==> config.mk <==
export PLATFORM = sky130hd
export DESIGN_NAME = regs_file_scoreboard
export DESIGN_NICKNAME = d
export VERILOG_FILES = /design/src/rtl/regs_file_scoreboard.sv
export SDC_FILE = /design/constraint.sdc
export NUM_CORES = 2
export LEC_CHECK = 0
export ABC_CLOCK_PERIOD_IN_PS = 2900
export CORE_AREA = 5 5 346 348
export CTS_BUF_LIST = sky130_fd_sc_hd__clkbuf_8 sky130_fd_sc_hd__clkbuf_16
export CTS_CLUSTER_DIAMETER = 40
export CTS_CLUSTER_SIZE = 20
export DETAILED_ROUTE_END_ITERATION = 8
export DIE_AREA = 0 0 351 353
export GPL_ROUTABILITY_DRIVEN = 0
export PLACE_DENSITY = 0.66
export SLEW_MARGIN = 10
export SYNTH_ARGS = -nofsm -noshare
export SYNTH_HDL_FRONTEND = slang
export SYNTH_SLANG_ARGS = --single-unit
==> constraint.sdc <==
create_clock -name clk -period 2.9 [get_ports clk]
set_input_delay 0.58 -clock clk [delete_from_list [all_inputs] [get_ports clk]]
set_output_delay 0.58 -clock clk [all_outputs]
set_load 0.05 [all_outputs]
==> src/rtl/regs_file_scoreboard.sv <==
// regs_file_scoreboard: multi-port integer register file with same-cycle
// write-to-read bypass and a per-register pending-write counter.
// Decode reads operands and hazard status here, issue marks destinations
// pending, and writeback commits results and retires the pending marks.
module regs_file_scoreboard #(
  parameter int DW       = 32,
  parameter int AW       = 5,
  parameter int NREAD    = 2,
  parameter int PW       = 2,
  parameter bit ZERO_REG = 1'b1
) (
  input  logic                clk,
  input  logic                reset,
  input  logic [NREAD*AW-1:0] regNum,
  output logic [NREAD*DW-1:0] regReadData,
  output logic [NREAD-1:0]    regBusy,
  input  logic                regsWriteEnable,
  input  logic [AW-1:0]       regWriteNum,
  input  logic [DW-1:0]       regWriteData,
  input  logic                issueEnable,
  input  logic [AW-1:0]       issueNum,
  output logic                issueStall
);

  localparam int            DEPTH    = 1 << AW;
  localparam logic [PW-1:0] CNT_ZERO = {PW{1'b0}};
  localparam logic [PW-1:0] CNT_ONE  = PW'(1'b1);
  localparam logic [PW-1:0] CNT_MAX  = {PW{1'b1}};
  localparam logic [AW-1:0] REG_ZERO = {AW{1'b0}};

  // Packed storage so whole-array reset and per-entry updates stay simple.
  logic [DEPTH-1:0][DW-1:0] regs_r;
  logic [DEPTH-1:0][PW-1:0] cnt_r;

  logic             wr_valid_s;
  logic             issue_valid_s;
  logic             issue_retire_s;
  logic             stall_s;
  logic             inc_s;
  logic [DEPTH-1:0] inc_vec_s;
  logic [DEPTH-1:0] dec_vec_s;
  logic [AW-1:0]    rd_idx_s;
  logic             rd_dec_s;

  // Qualify writes and issues; an issue is refused when its counter is full
  // and no writeback retires one of its pending writes this cycle.
  always_comb begin
    wr_valid_s     = regsWriteEnable & ~(ZERO_REG & (regWriteNum == REG_ZERO));
    issue_valid_s  = issueEnable & ~(ZERO_REG & (issueNum == REG_ZERO));
    issue_retire_s = regsWriteEnable & (regWriteNum == issueNum) &
                     (cnt_r[issueNum] != CNT_ZERO);
    stall_s        = issue_valid_s & (cnt_r[issueNum] == CNT_MAX) & ~issue_retire_s;
    inc_s          = issue_valid_s & ~stall_s;
  end

  assign issueStall = stall_s;

  // Per-register increment/decrement requests for the pending counters.
  always_comb begin
    inc_vec_s = {DEPTH{1'b0}};
    dec_vec_s = {DEPTH{1'b0}};
    for (int r = 0; r < DEPTH; r++) begin
      inc_vec_s[r] = inc_s & (issueNum == AW'(r));
      dec_vec_s[r] = regsWriteEnable & (regWriteNum == AW'(r)) & (cnt_r[r] != CNT_ZERO);
    end
  end

  // Read ports: hard-wired zero, then writeback bypass, then the array.
  // Busy already discounts a write retiring this cycle so it agrees with
  // the bypassed data.
  always_comb begin
    regReadData = {(NREAD*DW){1'b0}};
    regBusy     = {NREAD{1'b0}};
    rd_idx_s    = REG_ZERO;
    rd_dec_s    = 1'b0;
    for (int k = 0; k < NREAD; k++) begin
      rd_idx_s = regNum[k*AW +: AW];
      rd_dec_s = regsWriteEnable & (regWriteNum == rd_idx_s) &
                 (cnt_r[rd_idx_s] != CNT_ZERO);
      if (ZERO_REG && (rd_idx_s == REG_ZERO)) begin
        regReadData[k*DW +: DW] = {DW{1'b0}};
        regBusy[k]              = 1'b0;
      end else begin
        if (regsWriteEnable && (regWriteNum == rd_idx_s)) begin
          regReadData[k*DW +: DW] = regWriteData;
        end else begin
          regReadData[k*DW +: DW] = regs_r[rd_idx_s];
        end
        regBusy[k] = ((cnt_r[rd_idx_s] - PW'(rd_dec_s)) != CNT_ZERO);
      end
    end
  end

  // Data array: cleared by reset, otherwise commits the writeback.
  always_ff @(posedge clk) begin
    if (reset) begin
      regs_r <= {(DEPTH*DW){1'b0}};
    end else if (wr_valid_s) begin
      regs_r[regWriteNum] <= regWriteData;
    end
  end

  // Pending counters: issue adds a producer, writeback retires one; both in
  // the same cycle hand the slot over and leave the count unchanged.
  always_ff @(posedge clk) begin
    if (reset) begin
      cnt_r <= {(DEPTH*PW){1'b0}};
    end else begin
      for (int r = 0; r < DEPTH; r++) begin
        if (inc_vec_s[r] && !dec_vec_s[r]) begin
          cnt_r[r] <= cnt_r[r] + CNT_ONE;
        end else if (dec_vec_s[r] && !inc_vec_s[r]) begin
          cnt_r[r] <= cnt_r[r] - CNT_ONE;
        end
      end
    end
  end

endmodule

==> summary.json <==
{
  "failed_checks": {"value": "setup timing"},
  "cp_data_arrival_time": {"value": 2.91, "unit": "ns"},
  "core": {"value": 116000, "unit": "um^2"},
  "synth_warnings": {"value": 0},
  "track_usage": {"value": 40.8, "unit": "%"},
  "clock_sink_total": {"value": 1088},
  "postSynthNetCount": {"value": 6696},
  "required": {"value": 2.32, "unit": "ns"},
  "die_area": {"value": 124000, "unit": "um^2"},
  "power-per-cell-area": {"value": 537, "unit": "nW/um^2"},
  "layoutNonFillerInstCount": {"value": 8800},
  "hold_end": {"value": "regs_r[880]$_SDFFE_PP0P_"},
  "min-delay-start": {"value": "reset"},
  "worstHoldPathType": {"value": "input pin to flop"},
  "skew": {"value": 0.0203, "unit": "ns"},
  "maxCapViolCount": {"value": 0},
  "syn_area": {"value": 57600, "unit": "um^2"},
  "number_of_buffers_created_by_cts": {"value": 159},
  "place.detailed.instances": {"value": 8301},
  "rsz0062_at_grt": {"value": "true"},
  "metal1_wirelength": {"value": 88400, "unit": "um"},
  "ioPinCount": {"value": 123},
  "timing.reg2reg.worst_path_depth": {"value": 9},
  "maxSlewViolCount": {"value": 0},
  "synth_area_per_cell": {"value": 8.72, "unit": "um^2"},
  "antenna_found_initial": {"value": 10},
  "layout_min_cycle_time": {"value": 3.49, "unit": "ns"},
  "drt_drc_violations_left": {"value": 0},
  "fillCellCount": {"value": 8669},
  "critical_path.reg2reg.startpoint": {"value": "cnt_r[50]$_SDFFE_PP0P_"},
  "startpoint": {"value": "regs_r[236]$_SDFFE_PP0P_"},
  "clock-root-buffer": {"value": "sky130_fd_sc_hd__clkbuf_16"},
  "syn_to_final_growth": {"value": 34.3, "unit": "%"},
  "worstPathMaxFanout": {"value": 3},
  "postSynthCellCount": {"value": 6608},
  "yosys.cell_types.count": {"value": 61},
  "finalWirelength": {"value": 264000, "unit": "um"},
  "final_util": {"value": 66.8, "unit": "%"},
  "hold-worst-slack": {"value": 0.166, "unit": "ns"},
  "insertion_delay": {"value": 0.79, "unit": "ns"},
  "fmax": {"value": 0.287, "unit": "GHz"},
  "r2r_setup_slack": {"value": 0.33, "unit": "ns"},
  "drt-pass1-iter-count": {"value": 9},
  "dominantRegCellSynth": {"value": "sky130_fd_sc_hd__dfxtp_1"},
  "vias_per_cell": {"value": 6.74},
  "clock_tree.htree_level_count": {"value": 4},
  "num_vias": {"value": 59300},
  "async_flop_share": {"value": 0, "unit": "%"},
  "synth_seq_cells": {"value": 1088},
  "hold_viol_final": {"value": 0},
  "routedWlPerCell": {"value": 30.0, "unit": "um"},
  "route.antenna.remaining_nets": {"value": 0},
  "tritoncts_clock_tree": {"value": "yes"},
  "highest-signal-layer": {"value": "met5"},
  "largest_net_degree_at_the_start_of_global_routing": {"value": 128},
  "grt_pass1_vias": {"value": 56900},
  "worst_pin_slew": {"value": 0.879, "unit": "ns"},
  "reg2reg_to": {"value": "cnt_r[33]$_SDFFE_PP0P_"},
  "synth_edf_count": {"value": 0},
  "critPathLaunchType": {"value": "flop"},
  "holdPathStages": {"value": 2},
  "post-dp-hpwl": {"value": 160000, "unit": "um"},
  "outcome": {"value": "finished, violations left"},
  "post_route_cells_drive_above_1_share": {"value": 32.6, "unit": "%"},
  "area_taken_by_multi_input_logic_gates": {"value": 35600, "unit": "um^2"},
  "drt_iter0_drc": {"value": 9790},
  "floorplan.die.height": {"value": 353, "unit": "um"},
  "timing.setup.critical_path_class": {"value": "flop to output pin"},
  "gr-total-overflow": {"value": 0},
  "totalPowerFinal": {"value": 41.6, "unit": "mW"},
  "layout.nets": {"value": 7220},
  "buffer_ports.inserted": {"value": 122},
  "power.static_leakage": {"value": 27.3, "unit": "nW"},
  "grt_first_pass_wirelength": {"value": 376000, "unit": "um"},
  "finalCritPeriodShare": {"value": 120, "unit": "%"},
  "std_cell_rows": {"value": 125},
  "clk_path_buf_depth": {"value": 3},
  "start_util": {"value": 49.7, "unit": "%"},
  "finish.instance_area": {"value": 77400, "unit": "um^2"},
  "timing.critical_path.to_type": {"value": "output pin"},
  "final-setup-viol-count": {"value": 67},
  "die_span_in_x": {"value": 351, "unit": "um"},
  "timing.slew.headroom": {"value": 41.4, "unit": "%"},
  "ys_seq_area_share": {"value": 37.8, "unit": "%"},
  "wl_met2": {"value": 110000, "unit": "um"},
  "register_area": {"value": 22000, "unit": "um^2"},
  "minimum_setup_slack_in_the_final_design": {"value": -0.587, "unit": "ns"},
  "clkSlewWorstSetupHoldPaths": {"value": 0.07, "unit": "ns"},
  "irDropWorstVdd": {"value": 0.000669, "unit": "V"},
  "met3_wirelength": {"value": 40000, "unit": "um"},
  "post_place_cell_area": {"value": 66100, "unit": "um^2"}
}
==> power breakdown <==
part,internal [mW],switching [mW],leakage [nW],total (mW)
clock network,12.8,8.11,2.78,20.9
logic,2.28,3.19,15.7,5.47
registers,15.1,0.102,8.83,15.2
total,30.2,11.4,27.3,41.6
==> worst max path at each step <==
stage,cells past startpoint,endpoint,slack [ns]
4_1_cts,6,regReadData[44],-0.56
5_1_grt,6,regReadData[44],-0.63
2_1_floorplan,9,regReadData[63],-0.11
6_report,6,regReadData[44],-0.59
3_5_place_dp,9,regReadData[33],-0.94
3_3_place_gp,9,regReadData[33],-0.92
==> critical path, stage by stage, from the launching register on <==
cell                      delay (ns)
sky130_fd_sc_hd__dfxtp_2        0.33
sky130_fd_sc_hd__mux4_2         0.50
sky130_fd_sc_hd__nor2_4         0.13
sky130_fd_sc_hd__o22ai_2        0.09
sky130_fd_sc_hd__or4_4          0.60
sky130_fd_sc_hd__a32o_2         0.31
sky130_fd_sc_hd__buf_12         0.15
==> layout by cell type, fill, tap and decap left out, types with 27 or more instances in the layout <==
cell type                            n
sky130_fd_sc_hd__a211oi_1           32
sky130_fd_sc_hd__or3_1              34
sky130_fd_sc_hd__buf_8              49
sky130_fd_sc_hd__buf_4             599
sky130_fd_sc_hd__clkdlybuf4s50_1    36
sky130_fd_sc_hd__a211oi_2           65
sky130_fd_sc_hd__nor2b_1            81
sky130_fd_sc_hd__ha_1               32
sky130_fd_sc_hd__nor2_4             56
sky130_fd_sc_hd__buf_16             32
sky130_fd_sc_hd__mux4_2            493
sky130_fd_sc_hd__a21oi_1          1035
sky130_fd_sc_hd__clkinvlp_4         27
sky130_fd_sc_hd__a22oi_2            28
sky130_fd_sc_hd__buf_12            216
sky130_fd_sc_hd__nor2_1            103
sky130_fd_sc_hd__dfxtp_1           984
sky130_fd_sc_hd__nand2_1          2018
sky130_fd_sc_hd__a221o_1            27
sky130_fd_sc_hd__dfxtp_2            88
sky130_fd_sc_hd__nand2_2            37
sky130_fd_sc_hd__clkbuf_16         168
sky130_fd_sc_hd__xor2_1             68
sky130_fd_sc_hd__o21ai_0            89
sky130_fd_sc_hd__buf_6              92
sky130_fd_sc_hd__mux2i_1           154
==> flip-flops by register name (all words and copies together), names as in the netlist <==
register  cells
regs_r     1024
cnt_r        64
==> synthesized netlist by cell type, types with 15 or more instances <==
master / instances / area, um^2
sky130_fd_sc_hd__mux2i_1: 175 / 1750
sky130_fd_sc_hd__xor2_1: 68 / 596
sky130_fd_sc_hd__nand2_1: 2059 / 7730
sky130_fd_sc_hd__o22ai_1: 52 / 325
sky130_fd_sc_hd__a211o_1: 29 / 254
sky130_fd_sc_hd__or3_1: 36 / 225
sky130_fd_sc_hd__nor2b_1: 102 / 638
sky130_fd_sc_hd__a211oi_1: 107 / 803
sky130_fd_sc_hd__buf_4: 35 / 263
sky130_fd_sc_hd__clkbuf_1: 468 / 1760
sky130_fd_sc_hd__a21oi_1: 1059 / 5300
sky130_fd_sc_hd__mux2_2: 18 / 203
sky130_fd_sc_hd__buf_1: 22 / 82.6
sky130_fd_sc_hd__clkbuf_2: 15 / 75.1
sky130_fd_sc_hd__nand3_1: 38 / 190
sky130_fd_sc_hd__ha_1: 32 / 400
sky130_fd_sc_hd__o21ai_0: 115 / 576
sky130_fd_sc_hd__dfxtp_1: 1088 / 21800
sky130_fd_sc_hd__a221o_1: 33 / 330
sky130_fd_sc_hd__buf_2: 122 / 611
sky130_fd_sc_hd__nor3_1: 30 / 150
sky130_fd_sc_hd__a22oi_1: 44 / 330
sky130_fd_sc_hd__mux4_2: 493 / 11100
sky130_fd_sc_hd__nor2_1: 182 / 683
sky130_fd_sc_hd__a221oi_1: 19 / 166
==> routing by layer <==
| layer | global-route usage (%) | up-vias |
|---|---|---|
| met2 | 57.9 | 5144 |
| met4 | 31.7 | 10 |
| met1 | 50.6 | 28300 |
| met3 | 14.3 | 1471 |
| met5 | 0 | - |
| li1 | - | 24400 |
==> area by class of cell <==
type                    instances  share of cell area [%]
diodes                         10                  0.0323
clock buffers                 174                    5.50
clock inverters               121                    1.92
inverters                       6                  0.0340
multi-input cells            4837                    46.1
flip-flops and latches       1088                    28.4
well taps                    1524                    2.46
repair buffers               1040                    15.6
==> through the flow <==
stage,TNS (ns),worst slack [ns]
final,-22.42,-0.587
after global routing,-23.02,-0.625
after CTS,-21.89,-0.561
after detailed placement,-116.96,-0.936
after global placement,-103.59,-0.923
after floorplan,-0.537,-0.109
==> logic make-up (layout without fill, tap and decap cells) <==
logic type,after synthesis,after routing,share of synthesized area [%]
compound gates,1526,1526,15.0
buf+inv,683,1341,5.20
fa+ha+maj,32,32,0.695
xor+xnor,79,79,1.20
mux,686,686,22.7
flops,1088,1088,37.8
simple gates,2513,2513,17.5
other cells,1,11,0.00651
==> repair_timing <==
item | CTS | global route
resized for setup | 616 | 295
endpoints found under the setup margin | 67 | 67
setup buffers | 129 | 85
pin swaps | 166 | 160
hold buffers | 0 | 0
gates cloned | 22 | 3
(Power assumes the default switching activity.)
==> variant: new RTL, config.mk and constraints unchanged <==
`NREAD`: 2 -> 1.
--- a/src/rtl/regs_file_scoreboard.sv
+++ b/src/rtl/regs_file_scoreboard.sv
@@ -5,7 +5,7 @@
 module regs_file_scoreboard #(
   parameter int DW       = 32,
   parameter int AW       = 5,
-  parameter int NREAD    = 2,
+  parameter int NREAD    = 1,
   parameter int PW       = 2,
   parameter bit ZERO_REG = 1'b1
 ) (
Interface: changed (resized regBusy, regNum and regReadData); port bits go from 123 to 85. No check against the original RTL was run, so the function may have changed too.
==> variant against the original RTL <==
- the flow still finishes with violations (setup timing)
- utilization down 14 points
- wire length fell by 30%
- first-iteration DRC count shrank 39%
- area after synthesis fell by 16%
- final area is 21% lower
- via count decreased by 24%
- sequential cell count unchanged
- count of clock-buffer cells in the layout is 23 lower
- synthesized cell count down 13%
- power down 13%
- global-route usage down 12 points
- worst setup slack better by 0.37 ns
- critical endpoint is now regReadData[30]
- largest power group unchanged
==> variant: results <==
# TYPE chip_impl_metric gauge
chip_impl_metric{name="detailed_place.area",unit="µm²"} 53300
chip_impl_info{name="synthTopCellsByArea",value="dfxtp_1 (45%), nand2_1 (17%), mux4_2 (11%), a21oi_1 (11%), clkbuf_1 (3.2%)"} 1
chip_impl_metric{name="detail_route.iter0.violations",unit=""} 5977
chip_impl_metric{name="cp.arrival",unit="ns"} 2.54
chip_impl_metric{name="critical_path.max_fanout",unit=""} 2
chip_impl_metric{name="dp_hpwl",unit="mm"} 106
chip_impl_info{name="outcome",value="finished, violations left"} 1
chip_impl_metric{name="via_count",unit=""} 45205
chip_impl_metric{name="clk_latency",unit="ns"} 0.75
chip_impl_metric{name="clock_skew",unit="ns"} 0.0351
chip_impl_info{name="regToRegEndpoint",value="cnt_r[49]"} 1
chip_impl_metric{name="cellLeakagePower",unit="nW"} 21.1
chip_impl_metric{name="dp.cells",unit=""} 7262
chip_impl_metric{name="quantity_of_i_o_buffers_inserted_on_ports",unit=""} 84
chip_impl_metric{name="worst_tran_pin_value",unit="ns"} 0.781
chip_impl_metric{name="cts_made_buffers",unit=""} 136
chip_impl_info{name="timing.critical_path.from",value="regs_r[510]"} 1
chip_impl_metric{name="drt-total-wl",unit="mm"} 184
chip_impl_metric{name="groute.usage.overall",unit=""} 0.284
chip_impl_metric{name="setup_ws",unit="ns"} -0.219
chip_impl_metric{name="vdd_ir_drop_max",unit="V"} 0.000536
chip_impl_metric{name="detail_route.vias_per_cell",unit=""} 5.93
chip_impl_metric{name="timing.reg2reg.worst_path_depth",unit=""} 11
chip_impl_metric{name="setup_violations",unit=""} 34
chip_impl_info{name="violations",value="setup timing"} 1
chip_impl_metric{name="num-nets-final",unit=""} 6071
chip_impl_metric{name="crit_path_max_incr_delay",unit="ns"} 0.46
chip_impl_info{name="endpoint",value="regReadData[30]"} 1
chip_impl_metric{name="proportion_of_synthesized_chip_area_in_sequential_cells",unit=""} 0.451
chip_impl_metric{name="drive_above_1_share",unit=""} 0.224
chip_impl_info{name="synthTopCellsByCount",value="nand2_1 (2133), dfxtp_1 (1088), a21oi_1 (1037), clkbuf_1 (407), mux4_2 (244)"} 1
chip_impl_info{name="rr_startpoint",value="cnt_r[32]"} 1
chip_impl_metric{name="mappedNetlistNets",unit=""} 5855
chip_impl_metric{name="antenna_found_initial",unit=""} 3
chip_impl_metric{name="grt_start_max_net_pins",unit=""} 131
chip_impl_metric{name="wire_length_of_the_first_global_routing_pass",unit="mm"} 270
chip_impl_metric{name="syn2layout_area_growth",unit="%"} 26.8
[variant: changes by cell type after synthesis, sizes merged, moves of 47 or more]
cell | before | now
nor2 | 183 | 82
o22ai | 52 | 5
nand2 | 2059 | 2133
a211oi | 107 | 3
clkbuf | 483 | 408
nor2b | 102 | 38
buf | 194 | 128
mux4 | 493 | 247
mux2i | 175 | 85
[variant: through the flow]
step                      worst slack (ns)  setup TNS, ns
after global routing                -0.273          -5.82
final                               -0.219          -4.26
after floorplan                    0.00634              0
after global placement              -0.594         -50.44
after detailed placement            -0.606         -58.75
after CTS                           -0.260          -4.21
[variant: worst min-delay path by stage]
stage | startpoint | to | slack [ns] | cells past startpoint
global placement | regs_r[189] | regs_r[189] | 0.44 | 2
detailed placement | regs_r[241] | regs_r[241] | 0.44 | 2
floorplan | regs_r[128] | regs_r[128] | 0.43 | 2
CTS | reset | regs_r[22] | 0.22 | 2
finish | reset | regs_r[22] | 0.24 | 2
global route | reset | regs_r[11] | 0.25 | 2
[variant: critical path: cells and delay by family, from the launching register on]
family / cells / cell delay, ns
AOI/OAI and AO/OA: 3 / 0.58
buffers and inverters: 1 / 0.17
DFF: 1 / 0.32
muxes: 2 / 0.74
[variant: repair_timing]
| action | CTS | global route |
|---|---|---|
| cloned | 14 | 4 |
| pin swaps | 93 | 81 |
| buffers inserted | 73 | 31 |
| endpoints found under the setup margin | 34 | 40 |
| resized for setup | 318 | 110 |
[variant: kinds of logic after synthesis]
group / count (synthesis) / synth area share
compound gates: 1296 / 0.145
xor+xnor: 74 / 0.0134
fa+ha+maj: 32 / 0.00829
buf+inv: 541 / 0.0497
flops: 1088 / 0.451
mux: 348 / 0.137
other cells: 1 / 0.0000777
simple gates: 2392 / 0.195
[variant: layout make-up]
cell class | count | area (µm²)
diodes | 1 | 2.50
clock buffers | 151 | 3650
clock inverters | 94 | 1200
fillers | 10098 | 54600
inverters | 5 | 28.8
multi-input cells | 4143 | 25500
flip-flops and latches | 1088 | 21900
well taps | 1524 | 1910
repair buffers | 614 | 7080
[variant: report_power, final]
group	switching [W]	internal, W	leakage, nW
Sequential	0.0000715	0.0151	8.80
Clock	0.00714	0.0110	2.41
Combinational	0.00185	0.00121	9.92
Total	0.00906	0.0273	21.1
[variant: routing by layer]
metal	routed length (µm)	GRT usage	part of all wire
met1	69100	0.366	0.38
met2	84600	0.452	0.46
met3	20200	0.0581	0.11
met4	10000	0.144	0.055
met5	0	0	0
